File: config.mk
export PLATFORM = sky130hd
export DESIGN_NAME = dmac_fifo
export DESIGN_NICKNAME = d
export VERILOG_FILES = /design/src/rtl/dmac_fifo.sv
export SDC_FILE = /design/constraint.sdc
export NUM_CORES = 1
export LEC_CHECK = 0
export BUFFER_PORTS_ARGS = -buffer_cell sky130_fd_sc_hd__buf_4
export CORE_MARGIN = 8
export CORE_UTILIZATION = 30
export DETAILED_ROUTE_END_ITERATION = 10
export PLACE_DENSITY = 0.52
export SLEW_MARGIN = 40
export SYNTH_ARGS = -nofsm -noshare
export SYNTH_HDL_FRONTEND = slang
export SYNTH_SLANG_ARGS = --single-unit
File: constraint.sdc
create_clock -name clk -period 6.58 [get_ports clk]
set_input_delay 0.329 -clock clk [delete_from_list [all_inputs] [get_ports clk]]
set_output_delay 0.329 -clock clk [all_outputs]
set_load 0.1 [all_outputs]
File: src/rtl/dmac_fifo.sv
// Show-ahead synchronous FIFO between the DMA channel arbiter and the data mover.
// Wrap-bit pointers give full/empty; occupancy is kept in a separate registered counter.
module dmac_fifo #(
    parameter int unsigned DEPTH_LG2 = 4,
    parameter int unsigned DATA_SIZE = 32
) (
    input  logic                 clk,
    input  logic                 rst_n,
    input  logic                 src_valid_i,
    output logic                 src_ready_o,
    input  logic [DATA_SIZE-1:0] src_data_i,
    output logic                 dst_valid_o,
    input  logic                 dst_ready_i,
    output logic [DATA_SIZE-1:0] dst_data_o,
    output logic [DEPTH_LG2:0]   cnt_o,
    output logic                 full_o,
    output logic                 empty_o
);

    localparam int unsigned DEPTH = 1 << DEPTH_LG2;

    logic [DATA_SIZE-1:0] r_mem [DEPTH];
    logic [DEPTH_LG2:0]   r_wr_ptr;
    logic [DEPTH_LG2:0]   r_rd_ptr;
    logic [DEPTH_LG2:0]   r_cnt;

    logic                 w_full;
    logic                 w_empty;
    logic                 w_push;
    logic                 w_pop;

    // Flags come straight from the pointers so they follow an asynchronous reset at once.
    always_comb begin
        w_full  = (r_wr_ptr[DEPTH_LG2-1:0] == r_rd_ptr[DEPTH_LG2-1:0]) &&
                  (r_wr_ptr[DEPTH_LG2] != r_rd_ptr[DEPTH_LG2]);
        w_empty = (r_wr_ptr == r_rd_ptr);
        w_push  = src_valid_i & ~w_full;
        w_pop   = dst_ready_i & ~w_empty;
    end

    assign src_ready_o = ~w_full;
    assign dst_valid_o = ~w_empty;
    assign dst_data_o  = r_mem[r_rd_ptr[DEPTH_LG2-1:0]];
    assign cnt_o       = r_cnt;
    assign full_o      = w_full;
    assign empty_o     = w_empty;

    // Storage is deliberately left out of reset; the head is only meaningful while valid.
    always_ff @(posedge clk) begin
        if (w_push) begin
            r_mem[r_wr_ptr[DEPTH_LG2-1:0]] <= src_data_i;
        end
    end

    always_ff @(posedge clk or negedge rst_n) begin
        if (!rst_n) begin
            r_wr_ptr <= '0;
            r_rd_ptr <= '0;
            r_cnt    <= '0;
        end else begin
            if (w_push) begin
                r_wr_ptr <= r_wr_ptr + 1'b1;
            end
            if (w_pop) begin
                r_rd_ptr <= r_rd_ptr + 1'b1;
            end
            case ({w_push, w_pop})
                2'b10:   r_cnt <= r_cnt + 1'b1;
                2'b01:   r_cnt <= r_cnt - 1'b1;
                default: r_cnt <= r_cnt;
            endcase
        end
    end

endmodule

==> metrics.cfg, run 1 <==
[run_status]
status = finished clean

[finish]
diodes = 0
stdcell_area_um2 = 24060
nNetsFinal = 1082
drive_gt1_share_pct = 28.58
fill_cells = 6156
syn_to_final_growth_pct = 18.28

[setup_path]
r2r-start = r_rd_ptr[0]
crit_path_start_kind = register
end_kind = register
cp_max_fo = 28
cp.arrival_ns = 4.21
cp_cell_sequence = xnor2_1, nand4_1, o21ai_1, inv_1, ha_1, fa_1, a21oi_1, o21ai_0, o311ai_0
r2r_slack_ns = 2.85
crit_family = compound AO/OA/AOI/OAI gates
cp_num_cells = 9
crit_start = r_rd_ptr[0]
crit_path_top_delay_cell = dfrtp_4
critPathBufInv = 1
critical-path-max-stage-delay_ns = 0.83
r2r-end = cnt_o[4]
critPathKind = register to register
cp.required_ns = 7.06
critPathCapture = cnt_o[4]
rr_worst_depth = 9

[global_routing]
overflow = 0
grt_pass1_vias = 10180
grtUsageTotal_pct = 11.90
antenna_found_initial = 0
grt_max_degree = 70
grt_pass1_wl_um = 68790

[die]
dieArea_um2 = 76380
die_x_um = 276.4
core_um2 = 67160
start_util_pct = 30.28
top_level_ports = 77
rows = 95
fp.dieH_um = 276.4

[placed_design]
place.gp.congestion = 0.6969
dp.final_hpwl_um = 23040
io_buffers = 76
placed_cell_area_um2 = 21960

[sta]
finalHoldViolCount = 0
maxSlewHeadroom_pct = 47.95
setup_viol = 0
drv_slew = 0
fmax_mhz = 268.2
fin_crit_ns = 3.729
rsz0062_at_grt = no
worst_pin_slew_ns = 0.7774
fin_worst_skew_ns = 0.01975
setup_tns_ns = 0
post-route-period-util_pct = 56.67

[synth]
synth_seq_cells = 527
synthesis.area_um2 = 20340
async_flop_share_pct = 2.846
yosysWarnings = 0
synth_edf_count = 512
synth_nets = 952
yosys_most_used_dff = edfxtp_1
synth_cell_types = 45
ys_seq_area_share_pct = 77.44
avgSynthCellArea_um2 = 22.45
netlist_instances = 906

[cts]
cts_buffer_depth = 3
insertion_delay_ns = 0.60
cts_buffers = 55
cts_tree = built
clkSinkCount = 527
htree_num_levels = 2
clockRootBuffer = clkbuf_16
path_clk_slew_ns = 0.06

[power]
p_leak_nw = 7.646
peakVddDrop_v = 0.0005682
p_per_area_nw_per_um2 = 504.3

[routing]
firstDrtPassIters = 4
drt_wl_total_um = 45970
wl_per_cell_um = 23.52
vias = 9398
drc = 0
viasPerCell = 4.810
drt.antenna.violating_nets = 0
drtIter0Drc = 718

[min_path]
min-delay-path-class = input port to register

[run]
maxCapViolations = 0

## layout by cell type (no fill, tap or decap), drive strengths merged, types with 3 or more instances in the layout
| cell | netlist | routed |
|---|---|---|
| ha | 9 | 9 |
| buf | 35 | 98 |
| xnor2 | 14 | 14 |
| bufinv | 0 | 8 |
| nand4 | 3 | 3 |
| clkinv | 0 | 21 |
| inv | 9 | 12 |
| clkbuf | 15 | 66 |
| nor2 | 44 | 44 |
| o21ai | 6 | 6 |
| dlygate4sd3 | 0 | 25 |
| edfxtp | 512 | 512 |
| clkinvlp | 0 | 4 |
| nand2b | 6 | 6 |
| nor3 | 7 | 7 |
| nand2 | 11 | 11 |
| mux4 | 128 | 128 |
| dfrtp | 15 | 15 |
| o211ai | 6 | 6 |
| o22ai | 65 | 65 |
## repair_timing
item                      in CTS  in global routing
hold endpoints to repair     301                  0
resized for setup              0                  0
hold buffers                  25                  0
setup buffers                  0                  0
## cells in the mapped netlist (all sizes together), types with 3 or more instances
cell / number / share of area, %
mux4: 128 / 15
o21ai: 6 / 0.15
ha: 9 / 0.55
nor3: 7 / 0.17
xnor2: 14 / 0.64
buf: 35 / 1.5
nand2: 11 / 0.20
inv: 9 / 0.17
clkbuf: 15 / 0.31
nand2b: 6 / 0.18
edfxtp: 512 / 76
nand4: 3 / 0.092
dfrtp: 15 / 1.8
nor2: 44 / 0.81
o211ai: 6 / 0.30
o22ai: 65 / 2.0
## registers in the layout, indices dropped and copies added, names as in the netlist
name      cells
r_mem       512
cnt_o         5
r_rd_ptr      5
r_wr_ptr      5
## through the flow
stage               util (%)  setup slack [ns]  instances  total power [mW]  hold WS [ns]
floorplan                  -             1.967        906             8.023       0.03341
global placement       32.65             2.967       1826             9.113        0.2032
CTS                    35.82             2.864       1954             12.34     0.0005240
global route           35.82             2.583       1954             12.66       0.01150
finish                 35.82             2.851       1954             12.13       0.03964
detailed placement     32.71             2.859       1827             9.153        0.2024
## layer usage
layer	vias up	track usage [%]	part of all wire (%)
li1	4111	-	-
met5	-	0	0
met2	194	20.65	51
met4	0	3.283	1.8
met3	58	1.828	4.0
met1	5035	15.42	43
## power by group
group / internal [mW] / switching (mW)
Sequential: 4.07 / 0.237
Clock: 1.86 / 1.28
Combinational: 1.41 / 3.28
## area by class of cell
type	count	area (µm²)	share of cell area [%]
inverters	9	33.78	0.1404
flip-flops and latches	527	15760	65.52
repair buffers	123	1022	4.249
well taps	873	1092	4.541
clock buffers	66	1418	5.893
multi-input cells	320	4305	17.90
clock inverters	36	422.9	1.758
## worst min-delay path by stage
stage / depth (start not counted) / from / endpoint
after floorplan: 0 / rst_n / cnt_o[0]
after global placement: 1 / rst_n / cnt_o[3]
after detailed placement: 1 / rst_n / cnt_o[2]
after CTS: 1 / src_data_i[18] / r_mem[4][18]
after global routing: 1 / src_data_i[2] / r_mem[11][2]
final: 1 / src_data_i[18] / r_mem[4][18]
## logic make-up after synthesis
logic type               after synthesis  share of synthesized area, %
AND/OR/NAND/NOR                       81                         1.784
AO/OA/AOI/OAI                         84                         2.688
flip-flops                           527                         77.44
adder cells (fa/ha/maj)               10                        0.6521
XOR/XNOR                              15                        0.6829
multiplexers                         130                         14.76
buffers and inverters                 59                         1.987
No activity file was read; power rests on OpenSTA's default activity.
==> inputs of run 2 (changes only) <==
==> constraint.sdc (replaced) <==
create_clock -name clk -period 3.75 [get_ports clk]
set_input_delay 0.1875 -clock clk [delete_from_list [all_inputs] [get_ports clk]]
set_output_delay 0.1875 -clock clk [all_outputs]
set_load 0.1 [all_outputs]
==> run 2 against run 1 <==
Combinational power grew 83%. Die area is the same. Core utilization grew 0.19 points. Via count grew 0.15%. Sequential cell count is the same. Total power grew 73%. Critical endpoint is now dst_data_o[0]. Critical path depth shrank 2. Largest power group unchanged. Count of clock-buffer cells in the layout grew 1.
==> metrics.cfg, run 2 (same netlist as run 1, synthesis figures left out) <==
[finish]
diodes = 0
syn_to_final_growth_pct = 18.91
fin_util_pct = 36.01
drive_gt1_share_pct = 28.64
layout.cells.non_filler = 1973
largest_reg_flops = 512
final_common_cell = edfxtp_1
nNetsFinal = 1103
layout_common_cells = edfxtp_1, mux4_2, buf_4, o22ai_1, clkbuf_16

[setup_path]
critPathBufInv = 4
critical-path-max-stage-delay_ns = 0.57
crit_family = buffers and inverters
end_kind = primary output
cp_cell_sequence = buf_12, buf_16, buf_16, mux4_2, o22ai_1, nor2_1, buf_4
cp_max_fo = 55
worst_path_most_repeated_cell = buf_16
cp.required_ns = 3.56
crit_path_start_kind = register
critPathKind = register to primary output
cp.arrival_ns = 3.26
crit_path_top_delay_cell = mux4_2

[routing]
drt.antenna.violating_nets = 0
firstDrtPassIters = 4
drtIter0Drc = 601
drc = 0
viasPerCell = 4.770
wl_per_cell_um = 22.84
vias = 9412
drt_wl_total_um = 45070

[sta]
post-route-period-util_pct = 91.84
drv_slew = 0
fmax_mhz = 290.4
finalHoldViolCount = 0
worst_pin_slew_ns = 0.8106
setup_viol = 0
fin_worst_skew_ns = 0.01132
setup_tns_ns = 0
maxSlewHeadroom_pct = 45.72
rsz0062_at_grt = no
fin_crit_ns = 3.444
hold-worst-slack_ns = 0.4529

[cts]
cts_buffers = 53
insertion_delay_ns = 0.58
clockRootBuffer = clkbuf_16
cts_buffer_depth = 3
htree_num_levels = 2
clkSinkCount = 527
cts_tree = built
path_clk_slew_ns = 0.06

[global_routing]
use_met2_pct = 19.92
antenna_found_initial = 1
grt_max_degree = 70
grt_pass1_wl_um = 66630
grtUsageMet3_pct = 1.819
grt_pass1_vias = 9987
grtUsageTotal_pct = 11.49
overflow = 0
grt_util_met1_pct = 14.86
busiest_layer = met2

[power]
peakVddDrop_v = 0.0008720
p_leak_nw = 7.709
p_per_area_nw_per_um2 = 868.0
totalPowerFinal_mw = 20.99

[die]
die_x_um = 276.4
core_um2 = 67160
top_level_ports = 77
dieArea_um2 = 76380
rows = 95
fp.dieH_um = 276.4
start_util_pct = 30.28

[run]
maxCapViolations = 0

[run_status]
status = finished clean

[min_path]
min-delay-path-class = input port to register

[placed_design]
placed_cells = 1838
io_buffers = 76
place.gp.congestion = 0.7272
dp.final_hpwl_um = 25440

[run 2: cell types whose count changed in the layout (fill, tap and decap cells not counted), sizes merged]
cell / change
buf: +12
dlygate4sd3: +11
bufinv: -4
clkinv: +3
clkinvlp: -2
inv: -2
clkbuf: +1
[run 2: layout make-up]
| type | count | area (µm²) |
|---|---|---|
| Clock buffer | 67 | 1421 |
| Clock inverter | 31 | 247.7 |
| Fill cell | 6114 | 42970 |
| Inverter | 9 | 33.78 |
| Multi-Input combinational cell | 320 | 4319 |
| Sequential cell | 527 | 15760 |
| Tap cell | 873 | 1092 |
| Timing Repair Buffer | 146 | 1309 |
[run 2: timing repair]
action	4_1_cts	5_1_grt
resized for setup	0	0
hold endpoints to repair	532	0
buffers inserted	0	0
hold buffers	36	0
[run 2: metrics by stage]
step           cell area (µm²)  setup WS [ns]
6_report                 24180         0.3060
5_1_grt                  24180         0.1050
4_1_cts                  24170         0.1399
3_5_place_dp             22140         0.5927
3_3_place_gp             22080         0.6463
2_1_floorplan            20350      -0.002699
[run 2: metal layers]
layer / share of wire [%] / up-vias
met5: 0.029 / -
met4: 1.9 / 2
met3: 3.3 / 58
met2: 51 / 150
met1: 44 / 5041
li1: - / 4161
[run 2: where the power goes]
| group | leakage (nW) | switching [mW] | internal [mW] | total (mW) |
|---|---|---|---|---|
| Clock | 0.817 | 2.13 | 2.95 | 5.08 |
| Combinational | 2.09 | 5.99 | 2.60 | 8.59 |
| Sequential | 4.80 | 0.189 | 7.13 | 7.32 |
[run 2: final timing paths]
check	endpoint	slack, ns	start	cells after the start
worst max-delay path	dst_data_o[0]	0.31	r_rd_ptr[1]	7
worst min-delay path	r_mem[1][28]	0.45	src_data_i[28]	2
worst max register to register	cnt_o[4]	0.63	r_rd_ptr[3]	10
worst min register to register	cnt_o[2]	0.53	cnt_o[2]	2
max in group asynchronous	r_rd_ptr[2]	2.49	rst_n	3
min in group asynchronous	cnt_o[3]	0.74	rst_n	3
